## src/rtl/spi_1to8_recv.sv

```systemverilog
// Serial-to-parallel receiver: assembles DATA_W sampled bits into a word with valid/full/error flags.
// Optional macro SPI_RECV_SYNC_EN adds 2-flop synchronizers on im_data, im_work_en and im_work_pluse.
module spi_1to8_recv #(
    parameter int DATA_W    = 8,
    parameter bit LSB_FIRST = 1'b1
) (
    input  logic              clk,
    input  logic              rst_n,
    input  logic              im_work_en,
    input  logic              im_work_pluse,
    input  logic              im_data,
    input  logic              im_data_ack,
    input  logic              im_err_clr,
    output logic [DATA_W-1:0] om_data,
    output logic              om_data_vld,
    output logic              om_data_full,
    output logic [3:0]        om_bit_cnt,
    output logic              om_frame_err,
    output logic              om_overrun
);

    logic              work_en;
    logic              work_pluse;
    logic              work_data;
    logic              work_en_d;
    logic [3:0]        bit_cnt;
    logic [DATA_W-1:0] sreg;
    logic [DATA_W-1:0] sreg_next;
    logic              capture;
    logic              word_done;
    logic              frame_abort;
    logic              overrun_set;

`ifdef SPI_RECV_SYNC_EN
    logic [1:0] en_sync;
    logic [1:0] pluse_sync;
    logic [1:0] data_sync;

    // All three lines share the same depth so data stays aligned with its strobe.
    always_ff @(posedge clk or negedge rst_n) begin
        if (!rst_n) begin
            en_sync    <= '0;
            pluse_sync <= '0;
            data_sync  <= '0;
        end else begin
            en_sync    <= {en_sync[0], im_work_en};
            pluse_sync <= {pluse_sync[0], im_work_pluse};
            data_sync  <= {data_sync[0], im_data};
        end
    end

    assign work_en    = en_sync[1];
    assign work_pluse = pluse_sync[1];
    assign work_data  = data_sync[1];
`else
    assign work_en    = im_work_en;
    assign work_pluse = im_work_pluse;
    assign work_data  = im_data;
`endif

    assign capture     = work_en && work_pluse;
    assign word_done   = capture && (bit_cnt == 4'(DATA_W - 1));
    assign frame_abort = !work_en && work_en_d && (bit_cnt != 4'd0);
    // An ack landing with the new word hands the slot over cleanly, so no overrun.
    assign overrun_set = word_done && om_data_full && !im_data_ack;

    always_comb begin
        sreg_next = sreg;
        if (LSB_FIRST) begin
            sreg_next = {work_data, sreg[DATA_W-1:1]};
        end else begin
            sreg_next = {sreg[DATA_W-2:0], work_data};
        end
    end

    always_ff @(posedge clk or negedge rst_n) begin
        if (!rst_n) begin
            work_en_d <= 1'b0;
            bit_cnt   <= 4'd0;
            sreg      <= '0;
        end else begin
            work_en_d <= work_en;
            if (!work_en) begin
                bit_cnt <= 4'd0;
                sreg    <= '0;
            end else if (capture) begin
                sreg    <= sreg_next;
                bit_cnt <= word_done ? 4'd0 : bit_cnt + 4'd1;
            end
        end
    end

    always_ff @(posedge clk or negedge rst_n) begin
        if (!rst_n) begin
            om_data      <= '0;
            om_data_vld  <= 1'b0;
            om_data_full <= 1'b0;
        end else begin
            om_data_vld <= word_done;
            if (word_done) begin
                om_data      <= sreg_next;
                om_data_full <= 1'b1;
            end else if (im_data_ack) begin
                om_data_full <= 1'b0;
            end
        end
    end

    // Sticky flags: a set in the same cycle as a clear wins.
    always_ff @(posedge clk or negedge rst_n) begin
        if (!rst_n) begin
            om_frame_err <= 1'b0;
            om_overrun   <= 1'b0;
        end else begin
            if (frame_abort) begin
                om_frame_err <= 1'b1;
            end else if (im_err_clr) begin
                om_frame_err <= 1'b0;
            end
            if (overrun_set) begin
                om_overrun <= 1'b1;
            end else if (im_err_clr) begin
                om_overrun <= 1'b0;
            end
        end
    end

    assign om_bit_cnt = bit_cnt;

endmodule

```

## config.mk

```make
export PLATFORM = sky130hd
export DESIGN_NAME = spi_1to8_recv
export DESIGN_NICKNAME = d
export VERILOG_FILES = /design/src/rtl/spi_1to8_recv.sv
export SDC_FILE = /design/constraint.sdc
export NUM_CORES = 1
export LEC_CHECK = 0
export BUFFER_PORTS_ARGS = -buffer_cell sky130_fd_sc_hd__buf_4
export CELL_PAD_IN_SITES_DETAIL_PLACEMENT = 0
export CELL_PAD_IN_SITES_GLOBAL_PLACEMENT = 1
export CORE_MARGIN = 5
export CORE_UTILIZATION = 40
export DETAILED_ROUTE_END_ITERATION = 8
export PLACE_DENSITY = 0.72
export SLEW_MARGIN = 10
export SYNTH_ARGS = -nofsm -noshare
export SYNTH_HDL_FRONTEND = slang
export SYNTH_SLANG_ARGS = --single-unit
```

## constraint.sdc

```tcl
create_clock -name clk -period 1.9 [get_ports clk]
set_input_delay 0.19 -clock clk [delete_from_list [all_inputs] [get_ports clk]]
set_output_delay 0.19 -clock clk [all_outputs]
set_load 0.01 [all_outputs]
```

Word-level counts from Yosys, hierarchy flattened
Cells that the tools add are included.

$add $sub $neg: 1. Equal/unequal tests: 2. Muxes and demuxes: 10. Reductions and logical operators: 12.

Operators by type and width (count): 8-bit two-way mux (2); 4-bit two-way mux (3); 1-bit logical AND (6); 2-bit nonzero test (3); 1-bit two-way mux (5); 4-bit by 1-bit adder with 4-bit output, second input constant (1); 4-bit by 3-bit == test with 1-bit output, second input constant (1); 4-bit nonzero test (1); 1-bit logical NOT (2); 2-bit by 1-bit != test with 1-bit output, second input constant (1).

Bits in registers: 25. Input port bits: 7. Output and inout port bits: 16. Word-level logic and storage cells: 33.

Depth between registers and ports, before layout
Word-level depth: 5. Mapped depth: 5. Depth with buffers taken out: 4.

Least setup slack after synthesis
OpenSTA, ideal clock, no wires.

Path kind: flip-flop to flip-flop. Start point: reg bit_cnt[0], in the netlist om_bit_cnt[0]. End point: reg om_data[1]. Setup time: 0.125 ns. Arrival: 1.365 ns. Data required time: 1.775 ns. Slack: 0.410 ns. Cell stages (with the launch flop): 6. Buffers on the path: 1. Period minus slack after synthesis: 1.490 ns. Cells stage by stage: dfrtp_1 -> ha_1 -> nor2b_2 -> nand4_2 -> buf_6 -> mux2_4.

Longest elaborated chain between the ends: 2.

RTL lines: from (decl) (RTL line 26) `logic [3:0] bit_cnt;`; from (signal assigned) (RTL line 88) `bit_cnt <= word_done ? 4'd0 : bit_cnt + 4'd1;`; 4-bit by 3-bit == test with 1-bit output (RTL line 62) `assign word_done = capture && (bit_cnt == 4'(DATA_W - 1));`; 1-bit logical AND (RTL line 62); to (signal assigned) (RTL line 101) `om_data <= sreg_next;`; to (decl) (RTL line 14) `output logic [DATA_W-1:0] om_data,`.

Every way passes these cells. A chain may end at the register's enable or synchronous reset.

Worst setup path in the final report
Start point: reg bit_cnt[0], in the netlist om_bit_cnt[0]. End point: reg om_data[0].

The elaborated chain is that of the path after synthesis.

==> results.py <==
metrics = {
    "yosys": {
        "synth.top_cell.area_share_pct": 58.5,
        "synth_warnings": 0,
        "synth-main-ff-cell": "dfrtp_1",
        "syn_area_per_cell_um2": 13.7,
        "synth_nets": 84,
        "synth_seq_cells": 24,
        "synth_cells": 75,
        "seq_area_frac_synth_pct": 58.5,
        "synthesis.area_um2": 1030,
        "synth_top_area_cell": "dfrtp_1",
        "synth_most_common_cell": "dfrtp_1",
        "async_reset_ff_share_pct": 100,
        "synth.distinct_cells": 23,
        "synth-edff-count": 0,
        "synth_area_leaders": "dfrtp_1, mux2_4, mux2i_1, nor2b_1, ha_1",
        "synth_commonest_cells": "dfrtp_1, mux2i_1, nor2b_1",
    },
    "placed_design": {
        "io_buffers": 22,
        "dpl.hpwl_um": 1220,
        "routabilityCongestion": 0.701,
    },
    "cts": {
        "clock_latency_ps": 310,
        "clock_tree.buffer_depth": 2,
        "ctsHoldBuffers": 1,
        "tritoncts": "done",
        "cts_buffers": 3,
        "postCtsSetupRepairBufs": 0,
        "clkSlewWorstSetupHoldPaths_ps": 130,
        "htreeDepth": 1,
        "cts_resized": 0,
        "clock-sinks": 24,
        "cts_root_buf": "clkbuf_4",
    },
    "grt": {
        "grt_pass1_vias": 657,
        "gr-total-overflow": 0,
        "grt_pass1_wl_um": 3020,
        "grt_max_degree": 25,
        "antenna_found_initial": 0,
        "grt_usage_pct": 11.2,
    },
    "cells_and_area": {
        "antennaDiodeCount": 0,
        "nets": 111,
        "final_layout_size_suffix_gt1_share_pct": 37.6,
        "area_delta_synth_final_pct": 25.4,
    },
    "power_and_ir_drop": {
        "power.density_nw_per_um2": 755,
        "p_leak_uw": 0.000693,
        "peakVddDrop_mv": 0.486,
    },
    "sta": {
        "grt_setup_unrepaired": "no",
        "tns_ps": 0,
        "slew_viol_final": 0,
        "finClkSkew_ps": 8.00,
        "finalHoldViolations": 0,
        "slew_headroom_pct": 80.2,
        "max_freq_mhz": 658,
        "layout_min_cycle_time_ps": 1520,
        "tightest_slew_ps": 296,
        "fin_hold_ws_ps": 54.1,
        "setup_viol_count_final": 0,
        "fin_crit_sh_pct": 80.0,
    },
    "drt": {
        "vias_per_cell": 4.66,
        "top_layer": "met4",
        "route.met2.wl_um": 772,
        "vias": 611,
        "finalWirelength_um": 1760,
        "drt-pass1-iter-count": 2,
        "first_iter_violations": 6,
        "routedWlPerCell_um": 13.4,
        "drc": 0,
        "met1Wirelength_um": 834,
        "final_antenna_net_count": 0,
        "wl_met3_um": 106,
    },
    "critical_path": {
        "reg2regPathDepth": 5,
        "critPathKind": "flop to flop",
        "worst_setup_path_start_kind": "flop",
        "cp-end-kind": "flop",
        "worstPathArrival_ps": 1730,
        "worstPathRequired_ps": 2110,
        "path_max_fanout": 5,
    },
    "hold_path": {
        "hold_depth": 2,
        "hold_class": "input port to flop",
    },
    "status": {
        "status": "finished, final reports clean",
    },
    "die": {
        "fp-row-count": 18,
        "core_um2": 2450,
        "initial_core_util_pct": 41.8,
        "boundaryPins": 23,
        "die-width_um": 60.6,
        "die_h_um": 60.6,
        "dieArea_um2": 3680,
    },
    "job": {
        "cap_violations": 0,
    },
}
==> registers in the layout (all words and copies together) (netlist names) <==
register      cells
sreg              7
om_data           8
om_frame_err      1
om_data_vld       1
work_en_d         1
om_overrun        1
om_bit_cnt        4
om_data_full      1
==> path summary, 6_finish.rpt <==
| check | startpoint | endpoint | slack, ps |
|---|---|---|---|
| max | om_bit_cnt[0]$_DFFE_PN0P_ | om_data[0]$_DFFE_PN0P_ | 380 |
| min | im_err_clr | om_frame_err$_DFFE_PN0P_ | 50 |
| max reg2reg | om_bit_cnt[0]$_DFFE_PN0P_ | om_data[0]$_DFFE_PN0P_ | 380 |
| min reg2reg | sreg[1]$_DFFE_PN0P_ | om_data[0]$_DFFE_PN0P_ | 520 |
| max in group asynchronous | rst_n | om_bit_cnt[3]$_DFFE_PN0P_ | 1370 |
| min in group asynchronous | rst_n | om_data[1]$_DFFE_PN0P_ | 290 |
==> layer usage <==
metal  track usage [%]  vias up
met5                 0        -
met4              7.43        0
met3              1.91        4
met2              17.4       14
met1              14.4      293
li1                  -      300
==> area by class of cell <==
| class | instances | area (µm²) |
|---|---|---|
| fill | 237 | 1170 |
| sequential | 24 | 601 |
| multi-input combinational | 42 | 383 |
| timing repair buffer | 25 | 190 |
| tap | 30 | 37.5 |
| clock inverter | 1 | 30.0 |
| clock buffer | 3 | 22.5 |
| inverter | 6 | 22.5 |
==> power by group <==
group / internal [µW] / switching (µW) / total [µW]
logic: 37.5 / 36.8 / 74.3
clock network: 213 / 153 / 366
registers: 521 / 9.85 / 531
total: 772 / 200 / 971
==> worst max-delay path: stages, from the launching register on <==
cell	delay (ps)
dfrtp_1	460
ha_1	240
nor2b_2	160
nand4_2	90
buf_4	150
mux2_2	330
==> cell families after synthesis <==
| logic type | after synthesis | synth area share [%] |
|---|---|---|
| flops | 24 | 58.5 |
| simple gates | 19 | 11.8 |
| mux | 16 | 19.1 |
| buf+inv | 9 | 4.15 |
| compound gates | 3 | 2.20 |
| xor+xnor | 2 | 1.71 |
| fa+ha+maj | 2 | 2.44 |
==> layout by cell type, fill, tap and decap left out, drive strengths merged <==
cell type    Yosys  layout
buf              2      24
dfrtp           24      24
nor2b            9       9
mux2i            8       8
mux2             8       8
inv              6       6
nand2            3       3
clkbuf           1       3
and2             2       2
ha               2       2
nand4            2       2
xor2             1       1
or3              1       1
a21boi           1       1
nand2b           1       1
nor3b            1       1
o32ai            1       1
o22ai            1       1
xnor2            1       1
bufinv           0       1
dlygate4sd3      0       1
==> stage by stage <==
stage	setup WS [ps]	utilization [%]	instance area (µm²)	std cells	total power [µW]
floorplan	410	-	1030	75	576
global placement	417	49.8	1220	126	615
detailed placement	378	49.8	1220	126	616
CTS	359	52.4	1290	131	986
global route	309	52.4	1290	131	1020
finish	380	52.4	1290	131	971
Note: power is estimated with default switching activity, not from simulation.
